### src/rtl/keypad_pkg.sv
`default_nettype none
// ============================================================================
// Module      : keypad_pkg
// Description : Shared types and constants for the keypad BCD encoder and
//               its 10-to-4 priority encoder.
//               Contents: state_t (controller states), c_bcd_w (code width),
//               c_key_count (number of decimal key lines).
// Revision    : 1.0 - initial release
// ============================================================================
package keypad_pkg;

  localparam int c_bcd_w     = 4;
  localparam int c_key_count = 10;

  typedef enum logic [1:0] {
    IDLE    = 2'd0,
    SETTLE  = 2'd1,
    OFFER   = 2'd2,
    RELEASE = 2'd3
  } state_t;

endpackage : keypad_pkg
`default_nettype wire

### src/rtl/prio_enc10.sv
`default_nettype none
// ============================================================================
// Module      : prio_enc10
// Description : Combinational 10-line to 4-bit highest-index priority
//               encoder with an any-line-set flag.
//   i_keys  in  10  key lines, bit 9 has the highest priority
//   o_code  out  4  index of the highest set line (0 when none set)
//   o_any   out  1  1 when any key line is set
// Revision    : 1.0 - initial release
// ============================================================================
module prio_enc10
  import keypad_pkg::*;
(
  input  logic [c_key_count-1:0] i_keys,
  output logic [c_bcd_w-1:0]     o_code,
  output logic                   o_any
);

  // Ascending scan: later (higher) indices overwrite lower ones, so the
  // surviving value is the highest set line.
  always_comb begin
    o_code = '0;
    for (int i = 0; i < c_key_count; i++) begin
      if (i_keys[i]) begin
        o_code = c_bcd_w'(i);
      end
    end
  end

  assign o_any = |i_keys;

endmodule : prio_enc10
`default_nettype wire

### src/rtl/keypad_bcd_encoder.sv
`default_nettype none
// ============================================================================
// Module      : keypad_bcd_encoder
// Description : Synchronizes and debounces ten decimal key lines, priority
//               encodes them (I9 highest) and offers one BCD code per key
//               press through a STB/ACK handshake. No auto-repeat.
//   CLK   in   1  system clock, rising edge
//   RST   in   1  asynchronous active-high reset
//   I     in  10  key lines, asynchronous to CLK
//   ACK   in   1  consumer accepts the code when STB=1
//   A..D  out  1  BCD code bits (A = LSB, D = MSB), hold last delivered code
//   STB   out  1  code valid on A..D
//   GS    out  1  registered "any synchronized key line high"
// Revision    : 1.0 - initial release
// ============================================================================
module keypad_bcd_encoder
  import keypad_pkg::*;
#(
  parameter int DEBOUNCE_CYCLES = 16
) (
  input  logic                   CLK,
  input  logic                   RST,
  input  logic [c_key_count-1:0] I,
  input  logic                   ACK,
  output logic                   A,
  output logic                   B,
  output logic                   C,
  output logic                   D,
  output logic                   STB,
  output logic                   GS
);

  localparam int              c_cnt_w   = $clog2(DEBOUNCE_CYCLES);
  localparam logic [c_cnt_w-1:0] c_cnt_max = c_cnt_w'(DEBOUNCE_CYCLES - 1);

  logic [c_key_count-1:0] r_sync1;
  logic [c_key_count-1:0] r_sync2;
  state_t                 r_state;
  state_t                 w_state_nxt;
  logic [c_cnt_w-1:0]     r_cnt;
  logic [c_cnt_w-1:0]     w_cnt_nxt;
  logic [c_bcd_w-1:0]     r_key;
  logic [c_bcd_w-1:0]     w_key_nxt;
  logic [c_bcd_w-1:0]     r_code;
  logic [c_bcd_w-1:0]     w_code_nxt;
  logic                   r_stb;
  logic                   w_stb_nxt;
  logic                   r_gs;
  logic [c_bcd_w-1:0]     w_prio;
  logic                   w_any;

  prio_enc10 u_prio (
    .i_keys (r_sync2),
    .o_code (w_prio),
    .o_any  (w_any)
  );

  always_ff @(posedge CLK or posedge RST) begin
    if (RST) begin
      r_sync1 <= '0;
      r_sync2 <= '0;
      r_state <= IDLE;
      r_cnt   <= '0;
      r_key   <= '0;
      r_code  <= '0;
      r_stb   <= 1'b0;
      r_gs    <= 1'b0;
    end else begin
      r_sync1 <= I;
      r_sync2 <= r_sync1;
      r_state <= w_state_nxt;
      r_cnt   <= w_cnt_nxt;
      r_key   <= w_key_nxt;
      r_code  <= w_code_nxt;
      r_stb   <= w_stb_nxt;
      r_gs    <= w_any;
    end
  end

  always_comb begin
    w_state_nxt = r_state;
    w_cnt_nxt   = r_cnt;
    w_key_nxt   = r_key;
    w_code_nxt  = r_code;
    w_stb_nxt   = r_stb;
    case (r_state)
      IDLE: begin
        if (w_any) begin
          w_state_nxt = SETTLE;
          w_key_nxt   = w_prio;
          w_cnt_nxt   = '0;
        end
      end
      SETTLE: begin
        if (!w_any) begin
          w_state_nxt = IDLE;
        end else if (w_prio != r_key) begin
          // A different key won priority: restart the stability window.
          w_key_nxt = w_prio;
          w_cnt_nxt = '0;
        end else if (r_cnt == c_cnt_max) begin
          w_state_nxt = OFFER;
          w_code_nxt  = r_key;
          w_stb_nxt   = 1'b1;
        end else begin
          w_cnt_nxt = r_cnt + 1'b1;
        end
      end
      OFFER: begin
        // Code and strobe are frozen here; key activity is ignored.
        if (ACK) begin
          w_state_nxt = RELEASE;
          w_stb_nxt   = 1'b0;
          w_cnt_nxt   = '0;
        end
      end
      RELEASE: begin
        // Any key activity restarts the release window, so a new press
        // made before a full release is never reported.
        if (w_any) begin
          w_cnt_nxt = '0;
        end else if (r_cnt == c_cnt_max) begin
          w_state_nxt = IDLE;
        end else begin
          w_cnt_nxt = r_cnt + 1'b1;
        end
      end
      default: begin
        w_state_nxt = IDLE;
        w_stb_nxt   = 1'b0;
      end
    endcase
  end

  assign {D, C, B, A} = r_code;
  assign STB          = r_stb;
  assign GS           = r_gs;

endmodule : keypad_bcd_encoder
`default_nettype wire
### config.mk
export PLATFORM = sky130hd
export DESIGN_NAME = keypad_bcd_encoder
export DESIGN_NICKNAME = d
export VERILOG_FILES = /design/src/rtl/keypad_pkg.sv /design/src/rtl/prio_enc10.sv /design/src/rtl/keypad_bcd_encoder.sv
export SDC_FILE = /design/constraint.sdc
export NUM_CORES = 1
export LEC_CHECK = 0
export BUFFER_PORTS_ARGS = -buffer_cell sky130_fd_sc_hd__clkbuf_2
export CORE_MARGIN = 3
export CORE_UTILIZATION = 59
export DETAILED_ROUTE_END_ITERATION = 10
export PLACE_DENSITY = 0.87
export RECOVER_POWER = 25
export REMOVE_ABC_BUFFERS = 1
export SLEW_MARGIN = 20
export SYNTH_ARGS = -nofsm -noshare
export SYNTH_HDL_FRONTEND = slang
export SYNTH_HIERARCHICAL = 1
export SYNTH_SLANG_ARGS = --single-unit
### constraint.sdc
create_clock -name CLK -period 4.8 [get_ports CLK]
set_clock_uncertainty 0.1 [all_clocks]
set_input_delay 0.72 -clock CLK [delete_from_list [all_inputs] [get_ports CLK]]
set_output_delay 0.72 -clock CLK [all_outputs]
set_load 0.05 [all_outputs]
## Yosys cells after proc, flatten, opt, wreduce, memory -nomap -nowiden

Cells that the tools add are included.

| cells by class | value |
|---|---|
| $mul | 0 |
| div/mod/pow operators | 0 |
| eq/ne operators | 15 |
| $lt $le $gt $ge | 0 |
| bitwise operators | 1 |
| reduce and logical (&&, ||, !) cells | 9 |
| muxes and demuxes | 33 |
| $add $sub $neg | 1 |
| shifts and indexed selects | 0 |

Operators with widths:

| cell | number |
|---|---|
| $mux W4 | 11 |
| $mux W2 | 9 |
| $ne A2 B2 Y1 const B | 8 |
| $pmux W4 S4 | 1 |
| $mux W3 | 4 |
| $reduce_or A10 Y1 | 1 |
| $pmux W2 S4 | 1 |
| $pmux W4 S2 | 1 |
| $reduce_and A4 Y1 | 2 |
| $ne A3 B3 Y1 const B | 2 |
| $reduce_and A6 Y1 | 1 |
| $mux W1 | 5 |
| $reduce_and A5 Y1 | 1 |
| $add A4 B1 Y4 const B | 1 |
| $eq A2 B2 Y1 const B | 2 |
| $eq A4 B4 Y1 const B | 1 |
| $ne A4 B4 Y1 | 1 |
| $reduce_bool A2 Y1 | 2 |
| $reduce_and A3 Y1 | 1 |
| $eq A2 B1 Y1 const B | 1 |
| $logic_not A2 Y1 | 1 |
| $pmux W1 S2 | 1 |
| $not A1 Y1 | 1 |

| storage, ports and cells | value |
|---|---|
| bits in writable memories | 0 |
| output and inout bits | 6 |
| memory bits (read-only) | 0 |
| word-level logic and storage cells | 67 |
| memories kept | 0 |
| input bits | 13 |
| bits in registers | 36 |
| latch bits | 0 |

## Logic depth before layout (Yosys ltp)

| logic depth | value |
|---|---|
| depth in word-level cells | 13 |
| gate-level depth with buffers | 7 |
| gate-level depth less buffers | 7 |

## Modules after synthesis

Netlist, hierarchy kept.

By module, submodules not included:

| module | area each (um^2) | seq. area each (um^2) | instances | cells an instance |
|---|---|---|---|---|
| keypad_bcd_encoder | 1300.0 | 900.9 | 1 | 88 |
| prio_enc10 | 90.1 | 0.0 | 1 | 15 |

## Worst setup path after synthesis

Ideal clock, no wire load.

| timing | value |
|---|---|
| path kind | flip-flop to flip-flop |
| start | register r_sync2[4] |
| end | register r_code[0] |
| cell stages (with the launch flop) | 8 |
| library setup time | 125 ps |
| path slack | 2696 ps |
| period minus slack after synthesis | 2104 ps |
| data required time | 4575 ps |
| arrival time | 1879 ps |
| path buffers | 0 |
| cell sequence | dfrtp_1 > nor2_1 > a221oi_2 > o31ai_1 > xor2_1 > nor4_4 > nand3_4 > mux2_4 |

| on the way | value |
|---|---|
| cells in the longest elaborated chain, start to end | 9 |
| elaborated cells on any way between the ends | 10 |
| classes of those cells | eq/ne (1); mux (6); bitwise (1); reduce/logical (2) |

Ends and longest elaborated chain:

| what | line | text |
|---|---|---|
| from (decl) | keypad_bcd_encoder.sv:37 | `logic [c_key_count-1:0] r_sync2;` |
| from (signal assigned) | keypad_bcd_encoder.sv:70 | `r_sync2 <= r_sync1;` |
| $mux W3 (4 in a row) | prio_enc10.sv:24 | `if (i_keys[i]) begin` |
| $mux W4 (2 in a row) | prio_enc10.sv:24 |  |
| $ne A4 B4 Y1 | keypad_bcd_encoder.sv:97 | `end else if (w_prio != r_key) begin` |
| $not A1 Y1 (no line) | - |  |
| $reduce_and A4 Y1 (no line) * | - |  |
| to (signal assigned) | keypad_bcd_encoder.sv:74 | `r_code <= w_code_nxt;` |
| to (decl) | keypad_bcd_encoder.sv:44 | `logic [c_bcd_w-1:0] r_code;` |

Every way passes the cells marked *; elsewhere a longest branch is shown, timed or not.
A chain may end at the register's enable or synchronous reset.

## Worst setup path in the final report

| timing | value |
|---|---|
| start | register r_sync2[4] |
| end | register r_code[2] |

The elaborated chain is that of the path after synthesis.

==> results list <==
- Number of global-route vias before repair: around 900
- The placed instances occupy a cell area of 1510 µm².
- The number of pins with negative max-slew slack in the final report came to 0.
* Number of top-level pins: 19
- Share of cells above drive strength 1: between 20 and 30%
- Summing all non-filler instances in the final layout gives an area of about 1600 µm².
- Most used routing layer in global routing: met2
- In the final routed layout, each cell accounts on average for between 10 and 15 µm.
* Upper clock frequency limit: roughly 440 MHz
- N_diodes: 0
- Buffers added to address setup during post-CTS repair amount to 0.
* Chip height: 54.5 µm
- Final hold violation count: 0
- Setup crit end kind: flop
* Share of total power in sequential cells: 61.5%
- At the worst endpoint, the arrival time is 2.38 ns.
- Most area-consuming cells after synthesis: dfrtp_1 (65%), mux2_4 (4.3%), mux2_2 (3.2%)
- The worst setup path is of the flop to flop kind.
- Run status: finished, final reports clean
* Met1 usage: a little under a fifth
- Utilization after layout: ~75%
- Switching pwr: roughly 110 µW
- Clock-pin slew was measured on the worst setup and hold paths at 0.10 ns.
* DRC violations left: 0
- In the final design database the tool counted approximately 140 nets.
- Yosys mapped the design onto 31 distinct sky130hd cell types.
- Of the total power, combinational logic draws under 10%.
- Global routing consumed, over all layers together, a little under a fifth of the routing resources.
- Violation count after the first detailed-route iteration: 11
- Min-Delay Path Class: flop to flop
* Critical-path cell list: nor2_1, a221oi_2, o31ai_1, xor2_1, nor4_4, nand3_4, mux2_4
* Post-synth top area cell: dfrtp_1
* CTS tree: yes
* Syn Std Cell Area: approximately 1400 µm²
- Entering global routing, the biggest net connects 37 pins.
* Clock sink total: 36
* Transition time at the pin with the least slew margin: between 0.5 and 0.6 ns
- In the routed layout, each cell is associated on average with a via count of 5.58.
- Die Width: ~55 µm
* Count of synthesis-stage warnings from yosys: 6
- The initial antenna violation count came to 0.
* Setup total negative slack: 0 ns
- Beginning of the worst hold path: r_sync1[4]$_DFF_PP0_
- Required arrival time at the worst endpoint: 4.92 ns
- After synthesis, flip-flops and latches occupy 64.8% of the total area.
* Buffers from clock root to sink, at most: 2
* Final setup violating endpoints: 0
- STA classifies the critical path startpoint as a flop.
* Detailed Route WL: 2170 µm
* Fraction of synthesis flops using an asynchronous set or reset pin: 100%
- The first detailed-routing pass took 4 iterations.
- The number of cells on the worst reg-to-reg path is 7.
- The initial utilization of the core area, before any placement, comes to between 60% and 70%.
- Global routing usage on met2: ~33%
* Worst-path fanout max: 5
- Setup repair after global routing missed its margin: no
* Worst reg2reg path endpoint: r_code[2]$_DFFE_PP0P_
* Dpl hpwl: 1600 µm
* Routed Antenna Nets: 0
* Internal power component: a little over 400 µW
* Worst-skew pair later-pin latency: around 0.32 ns
- Global routing consumed, on the met3 layer, about 8.2% of the routing resources.
* Sum of internal, switching and leakage power: roughly 530 µW
- Cts hold-fix bufs: 0
- Synthesized instance count: ~100
- Die area: around 3000 µm²
- CTS Root Cell: clkbuf_4
* Row count: 16
- Fraction of the cycle the final worst path needs: a little under half
- Endpoint of the worst hold path: r_sync2[4]$_DFF_PP0_
- Pwr dens: 333 nW/µm²
* First-pass GRT wire length: between 3000 and 4000 µm
- Peak supply drop: roughly 0.26 mV
- The count of buffers added on input and output ports is 18.
* Total number of H-tree levels: 2
- Number of flip-flops and latches in the synthesized netlist: 36
- Counting the buffers created by CTS gives 5.
- Post-cts repair resize count: 0
- Post-synth EDFFs: 0
- Counting instances, the worst hold path has a depth of 0.
* Top-count cell post-synth: dfrtp_1
* Number of max-capacitance violations reported: 0
* GP Congestion: around 0.82
- Clock Power Share: between 30% and 40%
- Top_reg_cell synth: dfrtp_1
- Most common library cells after synthesis: dfrtp_1 (36), nor2_1 (12), inv_1 (7)
* Minimum clock period: approximately 2.3 ns
- In this run the standard cell core region covers around 2100 µm².
* Net switching fraction of the power: 21.5%
* Slowest stage cell, crit path: nor4_4
- P&R area growth vs syn: 13.5%
* Normalized max-slew margin: 60.7%
- Across all hold checks on the routed design, the worst slack comes to 0.255 ns.
- Worst stage delay on the critical path: 0.44 ns
- Beginning of the worst register-to-register path: r_sync2[4]$_DFF_PP0_
* Count of vias placed by the detailed router: 860
- Total leakage power: about 0.77 nW
- Total overflow reported by the global router: 0
- The filler cells instantiated in the layout total roughly 140.
- Synthesized area per cell: ~13 µm²
- Summed over its instances, the top area cell type makes up between 60% and 70% of the synthesized netlist area.
- The setup check on the worst reg-to-reg path leaves a slack of about 2.5 ns.
-- flip-flops by register name, indices dropped and copies added (netlist names), named ones only --
name / flops
r_sync2: 10
r_code: 4
r_cnt: 4
r_sync1: 10
r_key: 4
STB: 1
GS: 1
r_state: 1
-- per-layer routing --
layer | vias up | routed length, µm
met2 | 20 | 1160
li1 | 407 | -
met4 | 0 | 47
met5 | - | 0
met3 | 5 | 113
met1 | 428 | 845
-- per-stage QoR --
stage,cells,worst slack (ns)
after floorplan,101,2.69
after global placement,147,2.61
after detailed placement,147,2.54
after CTS,154,2.52
after global routing,154,2.38
final,154,2.53
-- logic make-up after synthesis --
family	synth area share, %
flops	64.8
compound gates	8.28
simple gates	12.1
xor+xnor	3.15
fa+ha+maj	0.900
mux	8.28
buf+inv	2.52
-- placed cells by master, fill, tap and decap left out, types with 2 or more instances in the layout --
cell / count
mux2_4: 4
nor2_1: 12
xor2_1: 4
nand3b_1: 2
clkbuf_4: 5
clkbuf_8: 2
nor2b_1: 2
a21oi_1: 5
inv_1: 7
clkbuf_2: 18
nand4_1: 2
and3_1: 3
dfrtp_1: 36
mux2_2: 4
nand2_1: 2
a211oi_1: 2
-- critical path, delay by kind of cell, from the launching register on --
family           cells  cell delay [ns]
AO/OA/AOI/OAI        2             0.38
XOR/XNOR             1             0.16
flip-flops           1             0.42
multiplexers         1             0.34
AND/OR/NAND/NOR      3             0.75
-- cell type report --
type                    count  area [µm²]  share of cell area, %
well taps                  27        33.8                   2.14
inverters                   7        26.3                   1.67
flip-flops and latches     36         901                   57.1
multi-input cells          58         454                   28.8
clock buffers               7        65.1                   4.12
repair buffers             19        97.6                   6.19
-- worst max-delay path by stage --
| stage | from | endpoint | slack (ns) | cells past startpoint |
|---|---|---|---|---|
| floorplan | r_sync2[4]$_DFF_PP0_ | r_code[0]$_DFFE_PP0P_ | 2.69 | 7 |
| global placement | r_sync2[4]$_DFF_PP0_ | r_code[3]$_DFFE_PP0P_ | 2.61 | 7 |
| detailed placement | r_sync2[4]$_DFF_PP0_ | r_code[2]$_DFFE_PP0P_ | 2.54 | 7 |
| CTS | r_sync2[4]$_DFF_PP0_ | r_code[2]$_DFFE_PP0P_ | 2.52 | 7 |
| global route | r_sync2[4]$_DFF_PP0_ | r_code[2]$_DFFE_PP0P_ | 2.38 | 7 |
| finish | r_sync2[4]$_DFF_PP0_ | r_code[2]$_DFFE_PP0P_ | 2.53 | 7 |
-- power groups by stage --
stage	combinational [mW]	clock (mW)	sequential, mW
floorplan	0.0233	0	0.327
global placement	0.0316	0	0.328
detailed placement	0.0332	0	0.329
CTS	0.0335	0.177	0.323
global route	0.0369	0.193	0.324
finish	0.0329	0.169	0.323
No activity file was read; power rests on OpenSTA's default activity.
